--- src/rtl/serial_mag_comp_pkg.sv ---
// serial_mag_comp_pkg
//   Shared types for the bit-serial magnitude comparator sequencer.
//   - state_t      : sequencer states IDLE / CMP / DONE
//   - res_t        : 2-bit result code used by both the sticky register and
//                    the result register (NONE only exists before the first
//                    completed compare)
//   - res_to_flags : decodes a result code into the {eq, ls, gt} flag triple
package serial_mag_comp_pkg;

  typedef enum logic [1:0] {
    IDLE = 2'd0,
    CMP  = 2'd1,
    DONE = 2'd2
  } state_t;

  typedef logic [1:0] res_t;

  localparam res_t RES_NONE = 2'd0;
  localparam res_t RES_EQ   = 2'd1;
  localparam res_t RES_LT   = 2'd2;
  localparam res_t RES_GT   = 2'd3;

  // Flag order is {eq, ls, gt}; NONE decodes to all zeros so the flags stay
  // low until the first result lands.
  function automatic logic [2:0] res_to_flags(input res_t r);
    logic [2:0] f;
    f = 3'b000;
    case (r)
      RES_EQ:  f = 3'b100;
      RES_LT:  f = 3'b010;
      RES_GT:  f = 3'b001;
      default: f = 3'b000;
    endcase
    return f;
  endfunction

endpackage

--- src/rtl/serial_mag_comp_ctrl_bit_cmp3.sv ---
// bit_cmp3
//   Combinational 1-bit three-way compare slice.
//   Ports:
//     a, b  in   operand bits
//     eq    out  a == b
//     ls    out  a <  b
//     gt    out  a >  b
module bit_cmp3 (
  input  logic a,
  input  logic b,
  output logic eq,
  output logic ls,
  output logic gt
);

  assign eq = ~(a ^ b);
  assign ls = ~a & b;
  assign gt = a & ~b;

endmodule

--- src/rtl/serial_mag_comp_ctrl.sv ---
// serial_mag_comp_ctrl
//   Compares two WIDTH-bit unsigned operands one bit per cycle, MSB first,
//   through a single shared bit_cmp3 slice. A start/done handshake frames
//   each compare; the eq/lt/gt flags are held from one done to the next.
//   With EARLY_EXIT=1 the scan stops at the first differing bit, otherwise
//   all WIDTH bits are scanned and the first difference is kept in a sticky
//   register.
//   Ports:
//     clk        in   clock, rising edge
//     reset      in   synchronous active-high reset
//     start      in   request; accepted only while not busy (IDLE or DONE)
//     op_a/op_b  in   operands, sampled on the accept edge only
//     busy       out  high while scanning bits
//     done       out  one-cycle pulse, flags valid in that cycle
//     a_eq_b     out  A == B
//     a_ls_b     out  A <  B
//     a_gt_b     out  A >  B
//     bits_used  out  number of bit compares behind the current result
module serial_mag_comp_ctrl
  import serial_mag_comp_pkg::*;
#(
  parameter  int WIDTH      = 8,
  parameter  bit EARLY_EXIT = 1'b1,
  localparam int CW         = $clog2(WIDTH + 1)
) (
  input  logic             clk,
  input  logic             reset,
  input  logic             start,
  input  logic [WIDTH-1:0] op_a,
  input  logic [WIDTH-1:0] op_b,
  output logic             busy,
  output logic             done,
  output logic             a_eq_b,
  output logic             a_ls_b,
  output logic             a_gt_b,
  output logic [CW-1:0]    bits_used
);

  localparam int IW = $clog2(WIDTH);

  state_t           state_q, next_state;
  logic [WIDTH-1:0] a_q, b_q;
  logic [IW-1:0]    idx_q;
  logic [CW-1:0]    bits_used_q;
  res_t             sticky_q, sticky_next;
  res_t             result_q;

  logic accept;
  logic finish;
  logic bit_diff;
  logic slice_eq, slice_ls, slice_gt;

  // The one shared compare slice, fed by the currently selected bit pair.
  bit_cmp3 u_slice (
    .a  (a_q[idx_q]),
    .b  (b_q[idx_q]),
    .eq (slice_eq),
    .ls (slice_ls),
    .gt (slice_gt)
  );

  // State register.
  always_ff @(posedge clk) begin
    if (reset) state_q <= IDLE;
    else       state_q <= next_state;
  end

  // Next-state and control decode. The sticky value only ever moves away
  // from EQ once, so the first differing bit decides the outcome. In
  // early-exit mode the sticky is still EQ when the first difference shows
  // up, which lets sticky_next serve as the final result in both modes.
  always_comb begin
    next_state  = state_q;
    busy        = 1'b0;
    done        = 1'b0;
    accept      = 1'b0;
    finish      = 1'b0;
    bit_diff    = ~slice_eq;
    sticky_next = sticky_q;
    if (sticky_q == RES_EQ && bit_diff)
      sticky_next = slice_gt ? RES_GT : (slice_ls ? RES_LT : RES_EQ);
    case (state_q)
      IDLE: begin
        accept = start;
        if (start) next_state = CMP;
      end
      CMP: begin
        busy   = 1'b1;
        finish = (EARLY_EXIT && bit_diff) || (idx_q == '0);
        if (finish) next_state = DONE;
      end
      DONE: begin
        done       = 1'b1;
        accept     = start;
        next_state = start ? CMP : IDLE;
      end
      default: next_state = IDLE;
    endcase
  end

  // Operand, index, sticky, counter and result registers. Operands are only
  // captured on accept, so op_a/op_b are free to change during a scan.
  always_ff @(posedge clk) begin
    if (reset) begin
      a_q         <= '0;
      b_q         <= '0;
      idx_q       <= '0;
      bits_used_q <= '0;
      sticky_q    <= RES_EQ;
      result_q    <= RES_NONE;
    end else if (accept) begin
      a_q         <= op_a;
      b_q         <= op_b;
      idx_q       <= IW'(WIDTH - 1);
      bits_used_q <= '0;
      sticky_q    <= RES_EQ;
    end else if (state_q == CMP) begin
      bits_used_q <= bits_used_q + CW'(1);
      sticky_q    <= sticky_next;
      if (finish) result_q <= sticky_next;
      else        idx_q    <= idx_q - IW'(1);
    end
  end

  assign {a_eq_b, a_ls_b, a_gt_b} = res_to_flags(result_q);
  assign bits_used                = bits_used_q;

endmodule

--- config.mk ---
export PLATFORM = sky130hd
export DESIGN_NAME = serial_mag_comp_ctrl
export DESIGN_NICKNAME = d
export VERILOG_FILES = /design/src/rtl/serial_mag_comp_pkg.sv /design/src/rtl/serial_mag_comp_ctrl_bit_cmp3.sv /design/src/rtl/serial_mag_comp_ctrl.sv
export SDC_FILE = /design/constraint.sdc
export NUM_CORES = 1
export LEC_CHECK = 0
export CORE_AREA = 2 2 83 45
export DETAILED_ROUTE_END_ITERATION = 7
export DIE_AREA = 0 0 85 47
export PLACE_DENSITY = 0.75
export SLEW_MARGIN = 20
export SYNTH_ARGS = -nofsm -noshare
export SYNTH_HDL_FRONTEND = slang
export SYNTH_SLANG_ARGS = --single-unit
--- constraint.sdc ---
create_clock -name clk -period 6.6 [get_ports clk]
set_input_delay 1.32 -clock clk [delete_from_list [all_inputs] [get_ports clk]]
set_output_delay 1.32 -clock clk [all_outputs]
set_load 0.1 [all_outputs]
# Yosys cells after proc, flatten, opt, wreduce, memory -nomap -nowiden
# Index checks and enable logic that the tools add are counted.
# classes
n_lt_le_gt_ge	1
n_reduce_logical	10
n_addsub	2
bitwise	6
mux	19
eq_ne	9
# ops
operator	count
2-bit two-way mux	5
3-bit two-way mux	3
3-bit one-hot mux with 3 select lines	1
1-bit two-way mux	7
1-bit binary-select mux with 3-bit select	2
2-bit by 1-bit == test with 1-bit output, second input constant	3
2-bit == test, second input constant	3
2-bit inequality test, second input constant	3
2-bit one-hot mux with 3 select lines	1
4-bit by 1-bit adder with 4-bit output, second input constant	1
3-bit by 4-bit < comparator with 1-bit output, second input constant	1
2-bit AND reduction	2
2-bit OR reduction	2
3-bit logical NOT	1
1-bit NOT	3
3-bit AND reduction	1
3-bit by 1-bit subtractor with 3-bit output, second input constant	1
1-bit bitwise AND	2
2-bit logical NOT	1
2-bit nonzero test	1
1-bit logical AND	1
1-bit logical OR	1
1-bit bitwise XOR	1
# totals
regBits	29
output_inout_bits	9
elab_cells	54
input_bits	19

# Depth between registers and ports, before layout
# Gate-level depths: netlist (run 1).
# depth
depth_word	8
ltp_mapped	8
mapped_depth_nobuf	7

# Cells and area by module
# A second synthesis (run 1) with hierarchy kept.
# unflattened
hier_cells	146
area_unflattened_um2	1302.5
# modules_own_cells
module	cells_per_inst	area_per_inst_um2	instances	seq_area_each_um2
serial_mag_comp_ctrl	142	1270.0	1	580.6
bit_cmp3	4	32.5	1	0.0

# Least setup slack after synthesis (run 1)
# OpenSTA, ideal clock, no wires.
# synth_timing
kind	reg-to-output
start	reg result_q[1]
end	out a_ls_b
n_path_buf	0
setup_slack_ns	3.587
stages_incl_launch_ff	2
required_ns	5.280
t_arrival_ns	1.693
path_cell_list	dfxtp_1 nor2b_1
# synth_between
elab_chain_len	2
word_cells_on_any_way	4
classes_between	3 x eq/ne; 1 x mux
# synth_lines
item	line	source
start: declaration	serial_mag_comp_ctrl.sv:46	res_t result_q;
start signal: assignment	serial_mag_comp_ctrl.sv:120	if (finish) result_q <= sticky_next;
2-bit == test / 2-bit by 1-bit == test with 1-bit output (equally long branches)	serial_mag_comp_pkg.sv:28	case (r)
3-bit one-hot mux with 3 select lines (*)	serial_mag_comp_pkg.sv:28	
end: declaration	serial_mag_comp_ctrl.sv:34	output logic a_ls_b,
# Mark *: on every way between the ends. The rest lies on a longest branch, timed or not.

# Worst setup path in the final report (run 1)
# layout_timing
start	reg state_q[0]
end	out busy
# layout_between
elab_chain_len	2
# layout_lines
item	line	source
start: declaration	serial_mag_comp_ctrl.sv:41	state_t state_q, next_state;
start signal: assignment	serial_mag_comp_ctrl.sv:65	else state_q <= next_state;
2-bit by 1-bit == test with 1-bit output	serial_mag_comp_ctrl.sv:82	case (state_q)
1-bit two-way mux	serial_mag_comp_ctrl.sv:82	
end: declaration	serial_mag_comp_ctrl.sv:31	output logic busy,
# No other way between the ends.

==> results.yml, run 1 <==
drt:
  drt-pass1-iter-count: 4
  wirelength_mm: 2.65
  wire_per_inst_um: 12.7
  drc_errors: 0
  vias: 1030
  vias_per_cell: 4.93
  ant_nets: 0
  drtIter0Drc: 49
clock_network:
  cts_buffers: 5
  hold_buffers: 0
  cts_tree: "yes"
  cts_buffer_depth: 2
  cts_resized: 0
  cts_setup_buffers: 0
  cts.htree.levels: 2
  cts-root-buf: "clkbuf_8"
  insertion_delay_ps: 280
  clk_pin_slew_worst_paths_ps: 60
  cts_sinks: 29
power:
  leakage_nw: 0.626
  ir_worst_vdd_mv: 0.103
  power_uw: 440
  powerDensity_mw_per_mm2: 270
sta:
  setup_viol: 0
  rsz0062_at_grt: "false"
  fin_setup_tns_ps: 0
  maxSlewViolCount: 0
  fin_skew_ps: 8.19
  setup_ws_ps: 3250
  max_slew_margin_pct: 34.5
  whs_ps: 450
  period_needed_ps: 3350
  worstMarginPinSlew_ps: 979
  period_share_pct: 50.7
  hold_viol: 0
  timing.fmax_mhz: 299
critical_path:
  crit_path_max_incr_delay_ps: 1130
  cp-start-kind: "flop"
  cp_slowest_cell: "clkdlybuf4s50_1"
  cp_max_fo: 7
  end_kind: "output port"
  worstSetupPathType: "reg -> out"
  critPathArrivalTime_ps: 2030
  critical_path_buf_inv_count: 2
  crit_path_cell_trace: "nand2b_4 > clkinv_4 > clkdlybuf4s50_1"
  crit_required_ps: 5280
  cpLargestDelayFamily: "buffers and inverters"
synth:
  synth_fa_ha_area_share_pct: 3.93
  syn_area_per_cell_um2: 9.09
  synth.ff_latch_count: 29
  syn_inst: 140
  synth_compound_area_share_pct: 11.8
  syn_area_mm2: 0.00127
  async_flop_share_pct: 0
  synth_xor_area_share_pct: 2.06
  synth-edff-count: 0
  synth_fp_nets: 163
  synth_simple_gate_area_share_pct: 21.0
  ys_seq_area_share_pct: 45.6
  muxShareOfSynthArea_pct: 10.7
  yosysWarnings: 0
  synthDistinctLibCells: 27
  ys.flop_type: "dfxtp_1"
  synth_top_family_by_area: "simple AND/OR/NAND/NOR gates"
floorplan:
  io_pins: 28
  rows: 15
  die-width_um: 85
  core_area_mm2: 0.00328
  die_height_um: 47
  start_util_pct: 38.7
  dieArea_mm2: 0.00400
global_routing:
  antenna_found_initial: 0
  grt.overflow.total: 0
  grt_usage_pct: 14.2
  grt_pass1_wl_mm: 4.14
  grt_max_degree: 25
  grt_pass1_vias: 937
place:
  dp.final_hpwl_mm: 1.93
  pre_cts_ws_ps: 3540
  globalplace.congestion: 0.725
  place_area_mm2: 0.00155
  port_buffers: 27
worst_hold_path:
  holdCritPathClass: "reg -> reg"
layout:
  final_cell_mix: "nand2_1, dfxtp_1, clkdlybuf4s50_1, a21oi_1, nor2_1"
  final_area_mm2: 0.00163
  nets: 189
  final_common_cell: "nand2_1"
  diodes: 0
  syn_to_final_growth_pct: 28.3
  nFillCells: 292
  drive_gt1_share_pct: 5.39
run:
  maxCapViolCount: 0
outcome:
  status: "finished clean"
## power breakdown
part           internal [mW]  switching [mW]
combinational         0.0404          0.0604
sequential             0.188          0.0124
clock                 0.0747          0.0643
## cells by family after synthesis
| family | count (synthesis) |
|---|---|
| mux | 7 |
| buf+inv | 11 |
| simple gates | 60 |
| xor+xnor | 3 |
| fa+ha+maj | 4 |
| flops | 29 |
| compound gates | 26 |
## per-layer routing
layer / vias to the layer above / wire [µm] / GRT usage (%)
li1: 530 / - / -
met1: 470 / 1280 / 17.7
met2: 26 / 1220 / 22.3
met3: 4 / 116 / 6.33
met4: 0 / 34 / 5.71
met5: - / 0 / 0
## synth_stat cells (all sizes together), types with 2 or more instances
| cell type | n | area share [%] |
|---|---|---|
| xor2 | 2 | 1.4 |
| nor3 | 2 | 0.79 |
| nor2 | 10 | 3.0 |
| ha | 4 | 3.9 |
| inv | 2 | 0.59 |
| nand2 | 35 | 10 |
| buf | 5 | 2.7 |
| dfxtp | 29 | 46 |
| nand2b | 4 | 2.6 |
| a21oi | 19 | 7.5 |
| a211oi | 4 | 2.4 |
| clkbuf | 3 | 0.88 |
| nor2b | 6 | 3.0 |
| mux2i | 2 | 1.6 |
| mux4 | 4 | 8.3 |
## per-stage QoR
step | instances | utilization (%)
final | 209 | 49.7
after global routing | 209 | 49.7
after CTS | 209 | 49.7
after detailed placement | 201 | 47.3
after global placement | 201 | 47.2
after floorplan | 140 | -
## flip-flops by register name, indices dropped and copies added (netlist names)
name       cells
sticky_q       2
b_q            8
bits_used      4
a_q            8
state_q        2
idx_q          3
result_q       2
## final cells by class
cell class,count,area [µm²],share of cell area [%]
Clock buffer,8,80.1,4.90
Sequential cell,29,581,35.6
Timing Repair Buffer,27,270,16.6
Multi-Input combinational cell,100,633,38.8
Inverter,3,16.3,0.996
Tap cell,42,52.6,3.22
## worst paths after layout
| check | startpoint | end | slack [ps] | cells past startpoint |
|---|---|---|---|---|
| hold / removal | b_q[2]$_SDFFE_PP0P_ | b_q[2]$_SDFFE_PP0P_ | 450 | 2 |
| setup / recovery | state_q[0]$_SDFFE_PP0P_ | busy | 3250 | 3 |
| hold reg to reg | b_q[2]$_SDFFE_PP0P_ | b_q[2]$_SDFFE_PP0P_ | 450 | 2 |
| setup reg to reg | idx_q[0]$_SDFFE_PP0P_ | idx_q[2]$_SDFFE_PP0P_ | 4040 | 6 |
## worst min-delay path: stages, from the launching register on
cell     delay [ps]
dfxtp_1         300
nand2_1          50
a21oi_1          50
No activity file was read; power rests on OpenSTA's default activity.
==> inputs of run 2 (changes only) <==
clock period = 3.3 ns   (was 6.6 ns; I/O delays follow)
==> run 2 against run 1 <==
Routed wire length down 3.0%. First-iteration DRC count grew 10%. Global-route usage rose by 0.19 points. Combinational power increased by 99%. Via count is 0.29% lower. Sequential cell count did not move. Clock power up 100%. Critical path depth up 3. Critical path type is now reg -> reg. Largest cell class unchanged. Largest power group unchanged.
==> results.yml, run 2 (synthesis results as in run 1) <==
layout:
  final_area_mm2: 0.00163
  nFillCells: 300
  final_cell_mix: "nand2_1, dfxtp_1, a21oi_1, clkdlybuf4s50_1, buf_4"
  final_common_cell: "nand2_1"
  nets: 191
  instances_no_fill: 211
  syn_to_final_growth_pct: 28.0
  drive_gt1_share_pct: 13.0
  diodes: 0
place:
  dp.cells: 203
  port_buffers: 27
  place_area_mm2: 0.00154
  globalplace.congestion: 0.789
  dp.final_hpwl_mm: 1.90
critical_path:
  cp_slowest_cell: "mux4_1"
  crit_path_cell_trace: "mux4_1 > mux2_2 > ha_1 > and3_1 > a211oi_1 > a311oi_1"
  crit_path_max_incr_delay_ps: 610
  worstSetupPathDepth: 6
  cp-start-kind: "flop"
  end_kind: "flop"
  cpLargestDelayFamily: "multiplexers"
  startpoint: "idx_q[0]$_SDFFE_PP0P_"
  crit_required_ps: 3480
  reg2reg_depth: 6
  cp_max_fo: 7
  critPathArrivalTime_ps: 2670
  critPathCapture: "idx_q[2]$_SDFFE_PP0P_"
  reg2reg_to: "idx_q[2]$_SDFFE_PP0P_"
  critical_path_buf_inv_count: 0
  rr_startpoint: "idx_q[0]$_SDFFE_PP0P_"
  worstSetupPathType: "reg -> reg"
  ff2ff_setup_slack_ps: 810
clock_network:
  cts_tree: "yes"
  insertion_delay_ps: 280
  cts_resized: 0
  hold_buffers: 0
  cts_buffers: 5
  clk_pin_slew_worst_paths_ps: 60
  cts-root-buf: "clkbuf_8"
  cts.htree.levels: 2
  cts_buffer_depth: 2
  cts_sinks: 29
  cts_setup_buffers: 0
power:
  ir_worst_vdd_mv: 0.250
  seqPwrFrac_pct: 45.5
  p_comb_share_pct: 22.8
  p_switching_uw: 280
  swShare_pct: 31.8
  pwr-share-clk_pct: 31.7
  leakage_nw: 0.656
  power_uw: 881
  powerDensity_mw_per_mm2: 541
  internal_power_uw: 601
global_routing:
  grt_max_degree: 25
  grt_pass1_vias: 936
  grt_pass1_wl_mm: 4.20
  grt.overflow.total: 0
  antenna_found_initial: 0
  grt_usage_pct: 14.4
sta:
  fin_skew_ps: 5.57
  period_share_pct: 75.4
  whs_ps: 457
  fin_setup_tns_ps: 0
  maxSlewViolCount: 0
  setup_viol: 0
  hold_viol: 0
  period_needed_ps: 2490
  timing.fmax_mhz: 402
  max_slew_margin_pct: 59.5
  rsz0062_at_grt: "false"
  worstMarginPinSlew_ps: 607
drt:
  drc_errors: 0
  drt-pass1-iter-count: 4
  vias_per_cell: 4.87
  wirelength_mm: 2.57
  ant_nets: 0
  drtIter0Drc: 54
  vias: 1027
  wire_per_inst_um: 12.2
worst_hold_path:
  holdCritPathClass: "reg -> reg"
  holdPathStages: 2
floorplan:
  start_util_pct: 38.7
  rows: 15
  die-width_um: 85
  io_pins: 28
  dieArea_mm2: 0.00400
  core_area_mm2: 0.00328
  die_height_um: 47
outcome:
  status: "finished clean"
run:
  maxCapViolCount: 0
-- run 2: power groups by stage --
stage / Clock (mW) / Combinational [mW] / Sequential (mW)
after global routing: 0.303 / 0.221 / 0.403
final: 0.279 / 0.201 / 0.400
after detailed placement: 0 / 0.201 / 0.407
after CTS: 0.288 / 0.201 / 0.400
after floorplan: 0 / 0.149 / 0.406
after global placement: 0 / 0.194 / 0.406
-- run 2: per-stage QoR --
stage / setup slack, ps / util (%)
after global routing: 639 / 49.6
after floorplan: 947 / -
after global placement: 970 / 47.0
after CTS: 826 / 49.6
after detailed placement: 832 / 47.0
final: 813 / 49.6
-- run 2: worst min path at each step --
stage                        startpoint             endpoint
finish              a_q[0]$_SDFFE_PP0P_  a_q[0]$_SDFFE_PP0P_
CTS                 b_q[3]$_SDFFE_PP0P_  b_q[3]$_SDFFE_PP0P_
global route        b_q[3]$_SDFFE_PP0P_  b_q[3]$_SDFFE_PP0P_
detailed placement  b_q[3]$_SDFFE_PP0P_  b_q[3]$_SDFFE_PP0P_
floorplan           a_q[1]$_SDFFE_PP0P_  a_q[1]$_SDFFE_PP0P_
global placement    a_q[1]$_SDFFE_PP0P_  a_q[1]$_SDFFE_PP0P_
-- run 2: final cells by class --
class | instances | area (µm²) | area share, %
inverter | 3 | 16.3 | 0.998
tap | 42 | 52.6 | 3.23
timing repair buffer | 29 | 263 | 16.1
clock buffer | 5 | 68.8 | 4.22
sequential | 29 | 581 | 35.6
multi-input combinational | 100 | 631 | 38.7
clock inverter | 3 | 17.5 | 1.08
-- run 2: worst reg2reg max path, delay by kind of cell, from the launching register on --
family          cells  cell delay [ps]
simple gates        1              300
flops               1              490
fa+ha+maj           1              330
mux                 2              900
compound gates      2              360
-- run 2: per-layer routing --
metal	GRT usage [%]	vias to the layer above	routed length, µm
met5	0	-	0
met4	7.62	0	36
met3	5.62	5	163
met2	20.8	33	1080
met1	19.1	461	1300
li1	-	528	-
